## src/rtl/alu_issue_if.sv

```systemverilog
// ID-to-EX issue bundle: decoded ID operands, EX/MEM forwarding sources,
// pipeline control and the registered EX-stage issue back out.
interface alu_issue_if #(
  parameter int DATA_W = 32,
  parameter int CNT_W  = 16
);
  logic              in_valid;
  logic [1:0]        alu_op;
  logic [5:0]        funct;
  logic [4:0]        rs_addr;
  logic [4:0]        rt_addr;
  logic [DATA_W-1:0] rs_data;
  logic [DATA_W-1:0] rt_data;
  logic [DATA_W-1:0] imm;
  logic              alu_src;
  logic              ex_regwrite;
  logic              ex_memread;
  logic [4:0]        ex_rd;
  logic [DATA_W-1:0] ex_result;
  logic              mem_regwrite;
  logic [4:0]        mem_rd;
  logic [DATA_W-1:0] mem_result;
  logic              stall;
  logic              flush;
  logic              ex_valid;
  logic [3:0]        alu_control;
  logic [DATA_W-1:0] A;
  logic [DATA_W-1:0] B;
  logic [DATA_W-1:0] store_data;
  logic              illegal;
  logic              load_use;
  logic [CNT_W-1:0]  bubble_cnt;

  modport slave (
    input  in_valid, alu_op, funct, rs_addr, rt_addr, rs_data, rt_data, imm,
           alu_src, ex_regwrite, ex_memread, ex_rd, ex_result,
           mem_regwrite, mem_rd, mem_result, stall, flush,
    output ex_valid, alu_control, A, B, store_data, illegal, load_use,
           bubble_cnt
  );

  modport master (
    output in_valid, alu_op, funct, rs_addr, rt_addr, rs_data, rt_data, imm,
           alu_src, ex_regwrite, ex_memread, ex_rd, ex_result,
           mem_regwrite, mem_rd, mem_result, stall, flush,
    input  ex_valid, alu_control, A, B, store_data, illegal, load_use,
           bubble_cnt
  );
endinterface

```

## src/rtl/alu_issue_stage.sv

```systemverilog
// ALU issue stage: decodes the ID instruction, forwards operands from EX/MEM,
// detects load-use hazards and registers the EX-stage ALU issue.
module alu_issue_stage #(
  parameter int DATA_W = 32,
  parameter int CNT_W  = 16
) (
  input  logic        clk,
  input  logic        rst_n,
  alu_issue_if.slave  bus
);

  localparam logic [3:0] CTL_AND = 4'b0000;
  localparam logic [3:0] CTL_OR  = 4'b0001;
  localparam logic [3:0] CTL_ADD = 4'b0010;
  localparam logic [3:0] CTL_SUB = 4'b0110;
  localparam logic [3:0] CTL_SLT = 4'b0111;

  // Returns {illegal, alu_control}.
  function automatic logic [4:0] decode(input logic [1:0] op, input logic [5:0] fn);
    logic [4:0] res;
    res = {1'b1, CTL_AND};
    case (op)
      2'b00: res = {1'b0, CTL_ADD};
      2'b01: res = {1'b0, CTL_SUB};
      2'b10: begin
        case (fn)
          6'b100000: res = {1'b0, CTL_ADD};
          6'b100010: res = {1'b0, CTL_SUB};
          6'b100100: res = {1'b0, CTL_AND};
          6'b100101: res = {1'b0, CTL_OR};
          6'b101010: res = {1'b0, CTL_SLT};
          default:   res = {1'b1, CTL_AND};
        endcase
      end
      default: res = {1'b1, CTL_AND};
    endcase
    return res;
  endfunction

  function automatic logic [CNT_W-1:0] sat_inc(input logic [CNT_W-1:0] v);
    return (&v) ? v : v + 1'b1;
  endfunction

  // EX wins over MEM; a load in EX has no result yet, so it never forwards.
  function automatic logic [DATA_W-1:0] fwd(
    input logic [4:0]        addr,
    input logic [DATA_W-1:0] rf,
    input logic              ex_wr,
    input logic              ex_rd_mem,
    input logic [4:0]        ex_dst,
    input logic [DATA_W-1:0] ex_val,
    input logic              mem_wr,
    input logic [4:0]        mem_dst,
    input logic [DATA_W-1:0] mem_val
  );
    if (ex_wr && !ex_rd_mem && (ex_dst != 5'd0) && (ex_dst == addr))
      return ex_val;
    else if (mem_wr && (mem_dst != 5'd0) && (mem_dst == addr))
      return mem_val;
    else
      return rf;
  endfunction

  logic [4:0]        w_dec;
  logic              w_dec_illegal;
  logic [3:0]        w_dec_ctl;
  logic [DATA_W-1:0] w_fwd_rs;
  logic [DATA_W-1:0] w_fwd_rt;
  logic [DATA_W-1:0] w_b_next;
  logic              w_load_use;
  logic              w_bubble;
  logic              w_ill_next;

  logic              r_vld_p1;
  logic [3:0]        r_ctl_p1;
  logic [DATA_W-1:0] r_a_p1;
  logic [DATA_W-1:0] r_b_p1;
  logic [DATA_W-1:0] r_sd_p1;
  logic              r_ill_p1;
  logic [CNT_W-1:0]  r_bubble_cnt;

  assign w_dec         = decode(bus.alu_op, bus.funct);
  assign w_dec_illegal = w_dec[4];
  assign w_dec_ctl     = w_dec[3:0];

  assign w_fwd_rs = fwd(bus.rs_addr, bus.rs_data, bus.ex_regwrite, bus.ex_memread,
                        bus.ex_rd, bus.ex_result, bus.mem_regwrite, bus.mem_rd,
                        bus.mem_result);
  assign w_fwd_rt = fwd(bus.rt_addr, bus.rt_data, bus.ex_regwrite, bus.ex_memread,
                        bus.ex_rd, bus.ex_result, bus.mem_regwrite, bus.mem_rd,
                        bus.mem_result);
  assign w_b_next = bus.alu_src ? bus.imm : w_fwd_rt;

  assign w_load_use = bus.in_valid && bus.ex_memread && (bus.ex_rd != 5'd0) &&
                      ((bus.ex_rd == bus.rs_addr) || (bus.ex_rd == bus.rt_addr));
  assign w_bubble   = w_load_use || !bus.in_valid || w_dec_illegal;
  // Only a real instruction that survives the hazard check can be flagged.
  assign w_ill_next = bus.in_valid && !w_load_use && w_dec_illegal;

  // ---- ID -> EX stage boundary ----
  always_ff @(posedge clk or negedge rst_n) begin
    if (!rst_n) begin
      r_vld_p1     <= 1'b0;
      r_ctl_p1     <= 4'b0000;
      r_a_p1       <= '0;
      r_b_p1       <= '0;
      r_sd_p1      <= '0;
      r_ill_p1     <= 1'b0;
      r_bubble_cnt <= '0;
    end else if (bus.flush) begin
      r_vld_p1     <= 1'b0;
      r_ctl_p1     <= 4'b0000;
      r_a_p1       <= '0;
      r_b_p1       <= '0;
      r_sd_p1      <= '0;
      r_ill_p1     <= 1'b0;
      r_bubble_cnt <= sat_inc(r_bubble_cnt);
    end else if (bus.stall) begin
      r_ill_p1     <= 1'b0;
    end else if (w_bubble) begin
      r_vld_p1     <= 1'b0;
      r_ctl_p1     <= 4'b0000;
      r_a_p1       <= '0;
      r_b_p1       <= '0;
      r_sd_p1      <= '0;
      r_ill_p1     <= w_ill_next;
      r_bubble_cnt <= sat_inc(r_bubble_cnt);
    end else begin
      r_vld_p1     <= 1'b1;
      r_ctl_p1     <= w_dec_ctl;
      r_a_p1       <= w_fwd_rs;
      r_b_p1       <= w_b_next;
      r_sd_p1      <= w_fwd_rt;
      r_ill_p1     <= 1'b0;
    end
  end

  assign bus.ex_valid    = r_vld_p1;
  assign bus.alu_control = r_ctl_p1;
  assign bus.A           = r_a_p1;
  assign bus.B           = r_b_p1;
  assign bus.store_data  = r_sd_p1;
  assign bus.illegal     = r_ill_p1;
  assign bus.load_use    = w_load_use;
  assign bus.bubble_cnt  = r_bubble_cnt;

endmodule

```

## src/flat_wrapper.sv

```systemverilog
// flat-port wrapper written by rule: the top's interface ports become plain ports
module alu_issue_stage_flat 
#(
  parameter int DATA_W = 32,
  parameter int CNT_W  = 16
)
  (clk, rst_n, bus_in_valid, bus_alu_op, bus_funct, bus_rs_addr, bus_rt_addr, bus_rs_data, bus_rt_data, bus_imm, bus_alu_src, bus_ex_regwrite, bus_ex_memread, bus_ex_rd, bus_ex_result, bus_mem_regwrite, bus_mem_rd, bus_mem_result, bus_stall, bus_flush, bus_ex_valid, bus_alu_control, bus_A, bus_B, bus_store_data, bus_illegal, bus_load_use, bus_bubble_cnt);
  alu_issue_if #(.DATA_W(DATA_W), .CNT_W(CNT_W)) bus_i ();
  input  logic clk;
  input  logic rst_n;
  input wire logic [$bits(bus_i.in_valid)-1:0] bus_in_valid;
  input wire logic [$bits(bus_i.alu_op)-1:0] bus_alu_op;
  input wire logic [$bits(bus_i.funct)-1:0] bus_funct;
  input wire logic [$bits(bus_i.rs_addr)-1:0] bus_rs_addr;
  input wire logic [$bits(bus_i.rt_addr)-1:0] bus_rt_addr;
  input wire logic [$bits(bus_i.rs_data)-1:0] bus_rs_data;
  input wire logic [$bits(bus_i.rt_data)-1:0] bus_rt_data;
  input wire logic [$bits(bus_i.imm)-1:0] bus_imm;
  input wire logic [$bits(bus_i.alu_src)-1:0] bus_alu_src;
  input wire logic [$bits(bus_i.ex_regwrite)-1:0] bus_ex_regwrite;
  input wire logic [$bits(bus_i.ex_memread)-1:0] bus_ex_memread;
  input wire logic [$bits(bus_i.ex_rd)-1:0] bus_ex_rd;
  input wire logic [$bits(bus_i.ex_result)-1:0] bus_ex_result;
  input wire logic [$bits(bus_i.mem_regwrite)-1:0] bus_mem_regwrite;
  input wire logic [$bits(bus_i.mem_rd)-1:0] bus_mem_rd;
  input wire logic [$bits(bus_i.mem_result)-1:0] bus_mem_result;
  input wire logic [$bits(bus_i.stall)-1:0] bus_stall;
  input wire logic [$bits(bus_i.flush)-1:0] bus_flush;
  output wire logic [$bits(bus_i.ex_valid)-1:0] bus_ex_valid;
  output wire logic [$bits(bus_i.alu_control)-1:0] bus_alu_control;
  output wire logic [$bits(bus_i.A)-1:0] bus_A;
  output wire logic [$bits(bus_i.B)-1:0] bus_B;
  output wire logic [$bits(bus_i.store_data)-1:0] bus_store_data;
  output wire logic [$bits(bus_i.illegal)-1:0] bus_illegal;
  output wire logic [$bits(bus_i.load_use)-1:0] bus_load_use;
  output wire logic [$bits(bus_i.bubble_cnt)-1:0] bus_bubble_cnt;
  assign bus_i.in_valid = bus_in_valid;
  assign bus_i.alu_op = bus_alu_op;
  assign bus_i.funct = bus_funct;
  assign bus_i.rs_addr = bus_rs_addr;
  assign bus_i.rt_addr = bus_rt_addr;
  assign bus_i.rs_data = bus_rs_data;
  assign bus_i.rt_data = bus_rt_data;
  assign bus_i.imm = bus_imm;
  assign bus_i.alu_src = bus_alu_src;
  assign bus_i.ex_regwrite = bus_ex_regwrite;
  assign bus_i.ex_memread = bus_ex_memread;
  assign bus_i.ex_rd = bus_ex_rd;
  assign bus_i.ex_result = bus_ex_result;
  assign bus_i.mem_regwrite = bus_mem_regwrite;
  assign bus_i.mem_rd = bus_mem_rd;
  assign bus_i.mem_result = bus_mem_result;
  assign bus_i.stall = bus_stall;
  assign bus_i.flush = bus_flush;
  assign bus_ex_valid = bus_i.ex_valid;
  assign bus_alu_control = bus_i.alu_control;
  assign bus_A = bus_i.A;
  assign bus_B = bus_i.B;
  assign bus_store_data = bus_i.store_data;
  assign bus_illegal = bus_i.illegal;
  assign bus_load_use = bus_i.load_use;
  assign bus_bubble_cnt = bus_i.bubble_cnt;
  alu_issue_stage #(.DATA_W(DATA_W), .CNT_W(CNT_W)) u_core (.clk(clk), .rst_n(rst_n), .bus(bus_i));
endmodule
```

## config.mk

```make
export PLATFORM = sky130hd
export DESIGN_NAME = alu_issue_stage_flat
export DESIGN_NICKNAME = d
export VERILOG_FILES = /design/src/rtl/alu_issue_if.sv /design/src/rtl/alu_issue_stage.sv /design/src/flat_wrapper.sv
export SDC_FILE = /design/constraint.sdc
export NUM_CORES = 1
export LEC_CHECK = 0
export CAP_MARGIN = 20
export CORE_ASPECT_RATIO = 1.4
export CORE_MARGIN = 8
export CORE_UTILIZATION = 41
export DETAILED_ROUTE_END_ITERATION = 6
export HOLD_SLACK_MARGIN = 0.08
export PLACE_DENSITY = 0.85
export REMOVE_ABC_BUFFERS = 1
export SETUP_SLACK_MARGIN = 0.05
export SLEW_MARGIN = 25
export SYNTH_ARGS = -nofsm -noshare
export SYNTH_HDL_FRONTEND = slang
export SYNTH_SLANG_ARGS = --single-unit
```

## constraint.sdc

```tcl
create_clock -name clk -period 1.9 [get_ports clk]
set_input_delay 0.38 -clock clk [delete_from_list [all_inputs] [get_ports clk]]
set_output_delay 0.38 -clock clk [all_outputs]
set_load 0.01 [all_outputs]
```

==> out/results.tsv <==
stage	metric	value	unit
timing	slew_viol_final	0	
logic_synthesis	ys_types	40	
routing	vias	7205	
routing	drtPass1Iterations	7	
logic_synthesis	yosys.area_share.adder	0.1950	%
critical_path	slowest_delay	0.54	ns
logic_synthesis	seq_area_frac_synth	45.62	%
pwr	power_density	658.0	nW/um2
critical_path	startpoint_type	input port	
min_path	hp-class	in -> async	
timing	period_share	109.3	%
floorplanning	start_util	41.48	%
global_route	track_usage	28.02	%
timing	finalHoldViolations	0	
place	placed_cells	1200	
floorplanning	design.die.area	19970	um2
logic_synthesis	synth_top_area_share	45.62	%
global_route	antenna_found_initial	2	
logic_synthesis	syn_area_per_cell	9.858	um2
logic_synthesis	synth_flop_cell	dfrtp_1	
cts	cts_tree	built	
timing	max_freq	481.5	MHz
cts	cts.clk_slew.worst_paths	0.06	ns
cts	cts_root_buf	clkbuf_16	
cells_and_area	nFillCells	886	
cells_and_area	syn_to_final_growth	88.09	%
global_route	grt_pass1_vias	7607	
pwr	ir_worst_vdd	806.3	uV
cells_and_area	nets	1266	
logic_synthesis	synth.largest_area_cell	dfrtp_1	
logic_synthesis	synth_compound_area_share	18.60	%
routing	drc_errors	0	
cts	cts_made_buffers	17	
global_route	grt_pass1_wl	42820	um
timing	worstMarginPinSlew	0.6266	ns
critical_path	worstPathCellList	buf_8, or4_4, o21ai_4, nor3_4, buf_12, buf_12, mux2i_4, a21oi_2, mux2_4, a22o_1	
routing	routedWlPerCell	23.47	um
floorplanning	dieWidth	121.7	um
logic_synthesis	async_flop_share	100.0	%
logic_synthesis	synth_simple_gate_area_share	12.69	%
floorplanning	die_y	164.0	um
critical_path	worstPathArrival	2.38	ns
critical_path	r2r_cells	9	
status	violations	setup timing	
routing	ant_nets	0	
timing	fin_hold_ws	0.4416	ns
global_route	gr-total-overflow	0	
timing	setup_viol	49	
critical_path	cp_data_required_time	2.20	ns
routing	vias_per_cell	5.638	
critical_path	timing.rr.end	u_core.bus.bubble_cnt[2]	
cells_and_area	stdcell_area	12070	um2
place	hpwl	19520	um
logic_synthesis	synth_edf_count	0	
critical_path	rrSetupSlack	0.09	ns
critical_path	slowest_stage	or4_4	
timing	final.setup.worst_slack	-0.1768	ns
critical_path	crit_type	in -> reg	
flow_run	max_cap_violations	0	
cells_and_area	fin_cells	1278	
logic_synthesis	synth_xor_xnor_area_share	4.777	%
pwr	p_leak	0.005233	uW
routing	drt_wl_total	29990	um
logic_synthesis	synth_cells	651	
place	io_buffers	314	
logic_synthesis	yosysMostFrequentCell	dfrtp_1	
critical_path	crit_fanout	8	
logic_synthesis	yosys-top-cells-count	dfrtp_1, nand2_1, a22o_1	
timing	relSlewSlack	58.22	%
logic_synthesis	muxShareOfSynthArea	14.19	%
critical_path	cp-end-kind	flip-flop	
logic_synthesis	ys_ff_latch	117	
logic_synthesis	syn_area	6417	um2
logic_synthesis	synth_top_family_by_area	compound AO/OA/AOI/OAI gates	
timing	fin_crit	2.077	ns
timing	rsz0062_at_grt	yes	
cts	htreeDepth	4	
place	placed_area	10430	um2
floorplanning	io_pins	316	
place	gp_congestion	0.8764	
global_route	grt_max_degree	56	
cells_and_area	drive_gt1_share	26.48	%
cts	cts.sinks	117	
routing	first_iter_violations	605	
floorplanning	rows	54	
cts	clock_path_buffers	2	
critical_path	cp_common_cell	buf_12	
floorplanning	core_area	15470	um2
logic_synthesis	synth_warnings	0	
timing	skew	0.003385	ns
logic_synthesis	synth.area.top_cells	dfrtp_1, a22o_1, mux2i_1	
critical_path	crit-reg2reg-launch	u_core.bus.bubble_cnt[1]	
cts	worst_skew_pair.late_latency	0.41	ns
status	status	finished, violations left	
per-stage QoR:
| step | utilization [%] | setup TNS, ns | total power [uW] | setup slack (ns) |
|---|---|---|---|---|
| finish | 78.01 | -3.527 | 7942 | -0.1768 |
| global route | 78.00 | -5.837 | 8217 | -0.2057 |
| CTS | 74.87 | -4.270 | 7784 | -0.1702 |
| detailed placement | 67.41 | -76.79 | 4440 | -0.8040 |
| global placement | 67.41 | -70.71 | 4404 | -0.7222 |
| floorplan | - | -310.40 | 3315 | -3.098 |
cells in the final DEF (no fill, tap or decap), types with 15 or more instances in the layout:
cell type	instances
a22o_1	74
buf_12	20
buf_4	90
buf_6	25
clkbuf_16	19
clkdlybuf4s50_1	281
dfrtp_1	113
mux2_4	18
mux2i_1	49
nand2_1	83
nor2_1	22
nor3_1	31
o21ai_0	15
o21ai_1	36
xnor2_1	20
worst max path at each step:
stage	start	to	slack, ns	cells after the start
finish	bus_mem_rd[3]	u_core.bus.B[23]	-0.18	10
global route	bus_mem_rd[3]	u_core.bus.B[23]	-0.21	11
CTS	bus_mem_rd[4]	u_core.bus.B[19]	-0.17	12
detailed placement	bus_mem_rd[0]	u_core.bus.B[13]	-0.80	10
global placement	bus_mem_rd[3]	u_core.bus.B[13]	-0.72	9
floorplan	bus_ex_rd[2]	u_core.bus.B[0]	-3.10	7
timing repair:
item,CTS,global route
gates cloned,3,3
buffers inserted,35,10
pin swaps,51,37
hold buffers,1,0
hold endpoints to repair,24,0
endpoints found under the setup margin,117,118
gates resized for setup,157,136
worst max-delay path: cells and delay by family:
family	cells	cell delay, ns
and+or+nand+nor	2	0.62
muxes	2	0.50
buffers and inverters	3	0.42
AOI/OAI and AO/OA	3	0.45
area by class of cell:
type                    count  area, um2  area share, %
inverters                   3      11.26        0.09329
multi-input cells         480       3747          31.05
flip-flops and latches    117       2933          24.30
well taps                 196      245.2          2.032
repair buffers            449       4547          37.67
clock inverters            10      131.4          1.088
diodes                      2      5.005        0.04146
clock buffers              21      450.4          3.732
cells by family (layout without fill, tap and decap cells):
family / after synthesis / count (layout)
multiplexers: 88 / 88
AND/OR/NAND/NOR: 180 / 180
flip-flops: 117 / 117
adder cells (fa/ha/maj): 1 / 1
XOR/XNOR: 35 / 35
other: 1 / 3
AO/OA/AOI/OAI: 175 / 175
buffers and inverters: 54 / 483
flip-flops by register name, indices dropped and copies added, names as in the netlist:
signal and flops:
u_core.bus.ex_valid 1, u_core.bus.illegal 1, u_core.bus.bubble_cnt 16, u_core.bus.store_data 32, u_core.bus.alu_control 3, u_core.bus.B 32, u_core.bus.A 32
routing by layer:
layer  up-vias  part of all wire [%]  track usage [%]
li1       3196                     -                -
met3        90                   8.6            8.875
met4         2                   4.2            13.79
met1      3493                    36            31.06
met2       424                    51            47.46
met5         -                 0.043                0
power breakdown:
group | internal [uW] | switching (uW)
clock | 2080 | 1150
sequential | 2630 | 137
combinational | 1140 | 811
total | 5850 | 2090
(Power assumes the default switching activity.)
